<file path="src/rtl/clk_period_meter_if.sv">
// Result channel of the clock period meter: one measured period plus its
// range/overflow flags, delivered with a valid/ready handshake.
interface clk_period_meter_if #(
  parameter int CNT_WIDTH = 16
);
  logic [CNT_WIDTH-1:0] period;
  logic                 period_valid;
  logic                 period_ready;
  logic                 out_of_range;
  logic                 overflow;

  // Producer side (the meter)
  modport master (
    output period,
    output period_valid,
    output out_of_range,
    output overflow,
    input  period_ready
  );

  // Consumer side
  modport slave (
    input  period,
    input  period_valid,
    input  out_of_range,
    input  overflow,
    output period_ready
  );
endinterface

</file>
<file path="src/rtl/clk_period_meter.sv">
// Clock period meter: counts reference-clock cycles between successive
// rising edges of an asynchronous clock, checks each result against a
// min/max window and hands it out through a single-entry output register.
// A clock that stops for 2^CNT_WIDTH-1 cycles yields an all-ones overflow.
module clk_period_meter #(
  parameter int CNT_WIDTH   = 16,
  parameter int SYNC_STAGES = 2
) (
  input  logic                 clk,
  input  logic                 rst_n,
  input  logic                 enable,
  input  logic                 meas_clk,
  input  logic [CNT_WIDTH-1:0] min_period,
  input  logic [CNT_WIDTH-1:0] max_period,
  input  logic                 clear_err,
  output logic                 err_sticky,
  output logic                 dropped,
  clk_period_meter_if.master   res_if
);

  localparam int                   PRIME_W    = $clog2(SYNC_STAGES + 1);
  localparam logic [PRIME_W-1:0]   PRIME_DONE = PRIME_W'(SYNC_STAGES);
  localparam logic [CNT_WIDTH-1:0] CNT_MAX    = '1;
  localparam logic [CNT_WIDTH-1:0] CNT_ONE    = CNT_WIDTH'(1);

  typedef enum logic [1:0] {
    S_IDLE,
    S_ARM,
    S_MEASURE
  } state_t;

  // Edge detection
  logic [SYNC_STAGES-1:0] sync_q;
  logic                   prev_q;
  logic [PRIME_W-1:0]     prime_q;
  logic                   sync_out;
  logic                   edge_w;

  // Measurement FSM
  state_t                 state_q;
  logic [CNT_WIDTH-1:0]   cnt_q;

  // Capture decode
  logic                   cap_d;
  logic                   cap_ovf_d;
  logic                   cap_oor_d;
  logic [CNT_WIDTH-1:0]   cap_val_d;

  // Output register and status
  logic [CNT_WIDTH-1:0]   period_q;
  logic                   valid_q;
  logic                   oor_q;
  logic                   ovf_q;
  logic                   err_q;
  logic                   drop_q;
  logic                   accept;
  logic                   load;
  logic                   discard;

  assign sync_out = sync_q[SYNC_STAGES-1];
  assign edge_w   = sync_out & ~prev_q;

  // Bring meas_clk into the clk domain through a plain flop chain.
  always_ff @(posedge clk or negedge rst_n) begin
    if (!rst_n) begin
      sync_q <= '0;
    end else begin
      sync_q <= {sync_q[SYNC_STAGES-2:0], meas_clk};
    end
  end

  // Track the previous synchronized level. The chain comes out of reset full
  // of zeros, so a meas_clk that is already high would otherwise look like a
  // 0->1 transition once it reaches the end; prev is therefore pinned high
  // until the chain holds only post-reset samples.
  always_ff @(posedge clk or negedge rst_n) begin
    if (!rst_n) begin
      prev_q  <= 1'b1;
      prime_q <= '0;
    end else if (prime_q == PRIME_DONE) begin
      prev_q  <= sync_out;
    end else begin
      prev_q  <= 1'b1;
      prime_q <= prime_q + 1'b1;
    end
  end

  // Decide whether this cycle produces a result and how it grades.
  always_comb begin
    cap_d     = 1'b0;
    cap_ovf_d = 1'b0;
    cap_val_d = cnt_q;
    if (enable && (state_q == S_MEASURE)) begin
      if (edge_w) begin
        cap_d = 1'b1;
      end else if (cnt_q == CNT_MAX) begin
        cap_d     = 1'b1;
        cap_ovf_d = 1'b1;
        cap_val_d = CNT_MAX;
      end
    end
    cap_oor_d = cap_ovf_d | (cap_val_d < min_period) | (cap_val_d > max_period);
  end

  // Measurement FSM: idle, wait for the first edge, then count edge to edge.
  always_ff @(posedge clk or negedge rst_n) begin
    if (!rst_n) begin
      state_q <= S_IDLE;
      cnt_q   <= '0;
    end else if (!enable) begin
      state_q <= S_IDLE;
      cnt_q   <= '0;
    end else begin
      case (state_q)
        S_IDLE: begin
          state_q <= S_ARM;
          cnt_q   <= '0;
        end
        S_ARM: begin
          if (edge_w) begin
            state_q <= S_MEASURE;
            cnt_q   <= CNT_ONE;
          end
        end
        S_MEASURE: begin
          if (edge_w) begin
            cnt_q <= CNT_ONE;
          end else if (cnt_q == CNT_MAX) begin
            // Stopped clock: the overflow result is taken above, restart
            // from a fresh first edge.
            state_q <= S_ARM;
            cnt_q   <= '0;
          end else begin
            cnt_q <= cnt_q + 1'b1;
          end
        end
        default: begin
          state_q <= S_IDLE;
          cnt_q   <= '0;
        end
      endcase
    end
  end

  // A result may enter the output register only if it is empty or being
  // emptied this very cycle; otherwise it is thrown away.
  assign accept  = valid_q & res_if.period_ready;
  assign load    = cap_d & (~valid_q | accept);
  assign discard = cap_d & ~load;

  // Single-entry output register, held stable while the consumer stalls.
  always_ff @(posedge clk or negedge rst_n) begin
    if (!rst_n) begin
      period_q <= '0;
      valid_q  <= 1'b0;
      oor_q    <= 1'b0;
      ovf_q    <= 1'b0;
    end else if (load) begin
      period_q <= cap_val_d;
      valid_q  <= 1'b1;
      oor_q    <= cap_oor_d;
      ovf_q    <= cap_ovf_d;
    end else if (accept) begin
      valid_q  <= 1'b0;
    end
  end

  // Sticky status flags; a new event in the same cycle beats clear_err.
  always_ff @(posedge clk or negedge rst_n) begin
    if (!rst_n) begin
      err_q  <= 1'b0;
      drop_q <= 1'b0;
    end else begin
      if (cap_d && cap_oor_d) begin
        err_q <= 1'b1;
      end else if (clear_err) begin
        err_q <= 1'b0;
      end
      if (discard) begin
        drop_q <= 1'b1;
      end else if (clear_err) begin
        drop_q <= 1'b0;
      end
    end
  end

  assign res_if.period       = period_q;
  assign res_if.period_valid = valid_q;
  assign res_if.out_of_range = oor_q;
  assign res_if.overflow     = ovf_q;
  assign err_sticky          = err_q;
  assign dropped             = drop_q;

endmodule

</file>
<file path="src/flat_wrapper.sv">
// flat-port wrapper written by rule: the top's interface ports become plain ports
module clk_period_meter_flat 
#(
  parameter int CNT_WIDTH   = 16,
  parameter int SYNC_STAGES = 2
)
  (clk, rst_n, enable, meas_clk, min_period, max_period, clear_err, err_sticky, dropped, res_if_period, res_if_period_valid, res_if_out_of_range, res_if_overflow, res_if_period_ready);
  clk_period_meter_if #(.CNT_WIDTH(CNT_WIDTH)) res_if_i ();
  input  logic clk;
  input  logic rst_n;
  input  logic enable;
  input  logic meas_clk;
  input  logic [CNT_WIDTH-1:0] min_period;
  input  logic [CNT_WIDTH-1:0] max_period;
  input  logic clear_err;
  output logic err_sticky;
  output logic dropped;
  output wire logic [$bits(res_if_i.period)-1:0] res_if_period;
  output wire logic [$bits(res_if_i.period_valid)-1:0] res_if_period_valid;
  output wire logic [$bits(res_if_i.out_of_range)-1:0] res_if_out_of_range;
  output wire logic [$bits(res_if_i.overflow)-1:0] res_if_overflow;
  input wire logic [$bits(res_if_i.period_ready)-1:0] res_if_period_ready;
  assign res_if_period = res_if_i.period;
  assign res_if_period_valid = res_if_i.period_valid;
  assign res_if_out_of_range = res_if_i.out_of_range;
  assign res_if_overflow = res_if_i.overflow;
  assign res_if_i.period_ready = res_if_period_ready;
  clk_period_meter #(.CNT_WIDTH(CNT_WIDTH), .SYNC_STAGES(SYNC_STAGES)) u_core (.clk(clk), .rst_n(rst_n), .enable(enable), .meas_clk(meas_clk), .min_period(min_period), .max_period(max_period), .clear_err(clear_err), .err_sticky(err_sticky), .dropped(dropped), .res_if(res_if_i));
endmodule
</file>
<file path="config.mk">
export PLATFORM = sky130hd
export DESIGN_NAME = clk_period_meter_flat
export DESIGN_NICKNAME = d
export VERILOG_FILES = /design/src/rtl/clk_period_meter_if.sv /design/src/rtl/clk_period_meter.sv /design/src/flat_wrapper.sv
export SDC_FILE = /design/constraint.sdc
export NUM_CORES = 1
export LEC_CHECK = 0
export BUFFER_PORTS_ARGS = -buffer_cell sky130_fd_sc_hd__buf_2
export CAP_MARGIN = 15
export CORE_MARGIN = 10
export CORE_UTILIZATION = 30
export DETAILED_ROUTE_END_ITERATION = 8
export SLEW_MARGIN = 20
export SYNTH_ARGS = -nofsm -noshare
export SYNTH_HDL_FRONTEND = slang
export SYNTH_SLANG_ARGS = --single-unit
</file>
<file path="constraint.sdc">
create_clock -name clk -period 3.2 [get_ports clk]
set_clock_uncertainty 0.1 [all_clocks]
set_input_delay 0.32 -clock clk [delete_from_list [all_inputs] [get_ports clk]]
set_output_delay 0.32 -clock clk [all_outputs]
set_load 0.02 [all_outputs]
</file>
# == Yosys cells after proc, flatten, opt, wreduce, memory -nomap -nowiden ==
# Index checks and enable logic that the tools add are counted.
# op_classes
addsub,2
magnitude_cmp,2
eq_ne,7
muxes,24
n_bitwise,10
n_reduce_logical,7
# ops
operator,count
$mux W16,7
$pmux W16 S2,1
$add A16 B1 Y16 const B,1
$eq A16 B16 Y1 const B,1
$gt A16 B16 Y1,1
$lt A16 B16 Y1,1
$mux W1,11
$mux W2,4
$ne A3 B3 Y1 const B,2
$pmux W2 S3,1
$reduce_bool A2 Y1,3
$and A1 B1 Y1,4
$eq A2 B2 Y1 const B,2
$ne A3 B2 Y1 const B,1
$not A1 Y1,3
$or A1 B1 Y1,3
$reduce_and A3 Y1,1
$add A2 B1 Y2 const B,1
$eq A2 B1 Y1 const B,1
$logic_and A1 B1 Y1,2
$logic_not A2 Y1,1
# totals
regBits,44
output_inout_bits,21
word_cells,63

# == Logic depth before layout (Yosys ltp) ==
# logic_depth
depth_word,9
ltp_mapped,12
depth_no_buf,12

# == Worst setup path after synthesis ==
# OpenSTA, ideal clock, no wires.
# synth_path
path_type,reg-to-reg
from,reg u_core.cnt_q[0]
to,"reg u_core.oor_q, in the netlist u_core.res_if.out_of_range"
setup_ns,0.133
t_arrival_ns,2.617
t_required_ns,2.967
setup_slack_ns,0.350
stages_incl_launch_ff,11
cell_sequence,dfrtp_1 -> ha_1 -> nand4_4 -> nor4_4 -> or2_2 -> ha_1 -> a21oi_1 -> o21ai_0 -> a2111o_1 -> a221oi_1 -> o21ai_0
# synth_via
elab_chain_cells,7
elab_cells_between_ends,14
# synth_lines
element,line,source
"start, declared",clk_period_meter.sv:41,logic [CNT_WIDTH-1:0] cnt_q;
"start signal, assigned",clk_period_meter.sv:134,cnt_q <= cnt_q + 1'b1;
$eq A16 B16 Y1 *,clk_period_meter.sv:96,end else if (cnt_q == CNT_MAX) begin
$mux W16 *,clk_period_meter.sv:96,
$mux W16 *,clk_period_meter.sv:94,if (edge_w) begin
$mux W16 *,clk_period_meter.sv:93,if (enable && (state_q == S_MEASURE)) begin
named net u_core.cap_val_d[1],clk_period_meter.sv:47,logic [CNT_WIDTH-1:0] cap_val_d;
$lt A16 B16 Y1,clk_period_meter.sv:102,cap_oor_d = cap_ovf_d | (cap_val_d < min_period) | (cap_val_d > max_period);
$or A1 B1 Y1,clk_period_meter.sv:102,
$or A1 B1 Y1 *,clk_period_meter.sv:102,
"end signal, assigned",clk_period_meter.sv:161,oor_q <= cap_oor_d;
"end, declared",clk_period_meter.sv:52,logic oor_q;
# Mark *: on every way through the listed nets, which the timed path passes. The rest lies on a longest branch.
# A chain may end at the register's enable or synchronous reset.

# == Worst setup path after layout ==
# layout_path
from,reg u_core.cnt_q[4]
to,"reg u_core.oor_q, in the netlist u_core.res_if.out_of_range"
# Same word-level chain as after synthesis.

==> metrics <==
grt ovf 0; cell with the most instances after synthesis dfrtp_1; number of global-route vias before repair between 2000 and 3000; synthesized cell area about 3000 µm²; DP Wirelength 5972 µm; Rel. slew slack 61.33%; largest family of logic cells by synthesized area simple AND/OR/NAND/NOR gates; worst-path cell chain and3_1 > nand4_4 > nor4_4 > or2_2 > ha_1 > a21oi_1 > o21ai_0 > a2111o_1 > a221oi_2 > o21ai_0; Slew @ Worst Pin between 0.5 and 0.6 ns; number of vias per cell 4.700; storage element area around 1100 µm²; nets between 400 and 500; area of the multi-input gates roughly 1700 µm²; Critical Path Most Common Cell o21ai_0; 1st-iter DRT viols between 150 and 200; Synth Net Count just under 400; met3 Use GR a little under 3%; die span in y about 120 µm; Startpoint Class flop; Max H-tree Level 2; Syn Area/Cell ~9.6 µm²; GR peak layer met2; TritonCTS clock tree built; core area 9729 µm²; clock latency at the later pin of the worst-skew pair roughly 0.31 ns; Hold Crit Start meas_clk; fin. max-slew vios 0; clk buf depth 2; simple-gate share of the synthesized area between 10% and 20%; Hold Path Class primary input to flop; Placed Instances between 400 and 500; adder-cell share of the synthesized area 15.46%; Reg clk slew, reported paths approximately 0.08 ns; Crit path largest cell delay 0.43 ns; layout cell share with drive strength beyond 1 28.49%; Root Buffer clkbuf_8; r2r startpoint u_core.cnt_q[4]$_DFFE_PN0P_; drt total wl 7702 µm; post-synthesis compound-gate area fraction between 10 and 15%; Area Growth Syn to Fin 19.42%; number of port buffers 58; CP max stage cell a2111o_1; P per Cell Area between 200 and 300 nW/µm²; min Tclk post-route 2.904 ns; largest net degree at the start of global routing 45; routed len/inst ~15 µm; Hold Crit Depth 1; CP Capture Type flop; run status finished, final reports clean; Pleak roughly 0.0019 µW; Initial Utilization between 30% and 40%; GPL Wtd Cong approximately 0.79; site row count 36; Critical Path AT 2.97 ns; Comb power frac between 10% and 20%; first-pass GRT wire length between 10000 and 15000 µm; switch share a little over a quarter; largest cells by area after synthesis dfrtp_1 36%, ha_1 15%, mux2_4 8.0%; NetSw 294.3 µW; setup bufs post-CTS 0; grt met1 use between 10% and 20%; Hold EP u_core.sync_q[0]$_DFF_PN0_; Synth Area in XOR/XNOR less than 1%; max_cap viols 0; main flop type after synthesis dfrtp_1; post-route ant nets 0; #FFs+latches synth 44; worst reg-to-reg setup slack between 0.2 and 0.3 ns; sequential cell area fraction in the yosys report between 30% and 40%; unrepaired setup endpoints after global routing false; overall routing resource usage between 10% and 20%; highest clock rate between 300 and 400 MHz; fin crit share ~90%; final non-filler cell total between 500 and 600; CP Data Required Time approximately 3.3 ns; Worst VDD drop about 0.00016 V; Synth area leader dfrtp_1; Die Area 14380 µm²; mux cell area share after synthesis 8.688%; top-area cell type share of the netlist area between 30 and 40%; Warnings, synthesis 0; Synth async-reset ratio 100.0%; met2 Track Usage GR approximately a fifth; Die Wd 119.9 µm; setup violators final 0; Ports 59; Setup CP Type flop to flop; Clock power frac a little under a third; R2R depth 10; drt first pass iters 4; Fin. Hold Viols 0; total number of vias ~2400; CP startpoint u_core.cnt_q[4]$_DFFE_PN0P_; post-route setup TNS 0 ns; Fillers 1017; CP max FO 6; reg-to-reg endpoint u_core.res_if.out_of_range$_DFFE_PN0P_; top post-synthesis cells by count 43 x dfrtp_1, 37 x ha_1, 37 x inv_1, 23 x o21ai_0, 20 x nand2_1; Internal roughly 800 µW; CTS Buf Count 5; Yosys cell types 46; number of synthesized flops with an enable pin 0; Mapped Cells 311; clk sinks 44; antenna violations before repair 0; residual DRC count 0; Sequential Power Share 53.7%
[power by group through the flow]
stage                     clock network (µW)  registers [µW]  logic (µW)
after floorplan                            0             593        80.8
after global routing                     379             577         178
final                                    342             575         154
after CTS                                356             575         155
after global placement                     0             586         152
after detailed placement                   0             586         154
[registers in the layout, indices dropped and copies added (netlist names)]
register,flops
u_core.state_q,2
u_core.res_if.out_of_range,1
u_core.err_sticky,1
u_core.res_if.period_valid,1
u_core.res_if.period,16
u_core.prime_q,2
u_core.dropped,1
u_core.res_if.overflow,1
u_core.cnt_q,16
u_core.sync_q,2
u_core.prev_q,1
[critical path: cells and delay by family (launching register included)]
family | cells | cell delay [ns]
adders and majority gates | 1 | 0.24
and+or+nand+nor | 4 | 0.98
AOI/OAI and AO/OA | 5 | 1.11
DFF | 1 | 0.35
[kinds of logic after synthesis]
kind of cell,after synthesis
buffers and inverters,57
AO/OA/AOI/OAI,68
AND/OR/NAND/NOR,84
multiplexers,18
adder cells (fa/ha/maj),37
XOR/XNOR,3
flip-flops,44
[through the flow]
stage	util (%)	area, µm²	power (µW)	hold WS [ns]	setup WS, ns
3_3_place_gp	35.69	3472	738.0	0.2395	0.2019
6_report	36.77	3577	1072	0.03201	0.2957
3_5_place_dp	35.69	3472	740.3	0.2410	0.1013
2_1_floorplan	-	2995	673.3	-0.07559	0.3503
4_1_cts	36.48	3550	1086	0.02439	0.07013
5_1_grt	36.74	3575	1134	0.01737	0.005246
[worst max-delay path by stage]
stage                                                   endpoint  slack [ns]  cells after the start
after CTS                 u_core.res_if.out_of_range$_DFFE_PN0P_        0.07                     10
final                     u_core.res_if.out_of_range$_DFFE_PN0P_        0.30                     10
after detailed placement  u_core.res_if.out_of_range$_DFFE_PN0P_        0.10                     10
after global placement    u_core.res_if.out_of_range$_DFFE_PN0P_        0.20                     10
after floorplan           u_core.res_if.out_of_range$_DFFE_PN0P_        0.35                     10
after global routing      u_core.res_if.out_of_range$_DFFE_PN0P_       0.005                     11
[placed cells by master, fill, tap and decap left out, drive strengths merged, types with 2 or more instances in the layout]
| cell type | netlist | final |
|---|---|---|
| buf | 4 | 73 |
| dfrtp | 43 | 43 |
| inv | 37 | 37 |
| ha | 37 | 37 |
| o21ai | 26 | 26 |
| nand2 | 20 | 20 |
| mux2 | 16 | 16 |
| nand3 | 15 | 15 |
| a21oi | 11 | 11 |
| nor2 | 9 | 9 |
| nand2b | 9 | 9 |
| o31ai | 7 | 7 |
| and3 | 6 | 6 |
| nor2b | 6 | 6 |
| nand4 | 6 | 6 |
| clkbuf | 16 | 6 |
| nor3 | 4 | 4 |
| a31oi | 3 | 3 |
| o211ai | 3 | 3 |
| and4 | 2 | 2 |
| nor3b | 2 | 2 |
| a21o | 2 | 2 |
| o2111ai | 2 | 2 |
| mux2i | 2 | 2 |
| o31a | 2 | 2 |
| xor2 | 2 | 2 |
| and2 | 2 | 2 |
| a211oi | 2 | 2 |
| o22ai | 2 | 2 |
| nor4 | 2 | 2 |
| a221oi | 2 | 2 |
[timing repair]
| action | CTS | global route |
|---|---|---|
| resized for setup | 0 | 4 |
| endpoints found under the hold margin | 0 | 43 |
| endpoints found under the setup margin | 0 | 2 |
| hold buffers | 0 | 1 |
[metal layers]
metal	wire length [µm]	part of all wire [%]
met1	3538	46
met2	3741	49
met3	346	4.5
met4	74	0.96
met5	0	0
[area by class of cell]
| class | count | area share (%) |
|---|---|---|
| well taps | 133 | 4.652 |
| diodes | 1 | 0.06995 |
| multi-input cells | 210 | 46.76 |
| inverters | 37 | 3.882 |
| repair buffers | 74 | 11.61 |
| flip-flops and latches | 44 | 30.85 |
| clock inverters | 1 | 0.1399 |
| clock buffers | 6 | 2.029 |
Note: power is estimated with default switching activity, not from simulation.
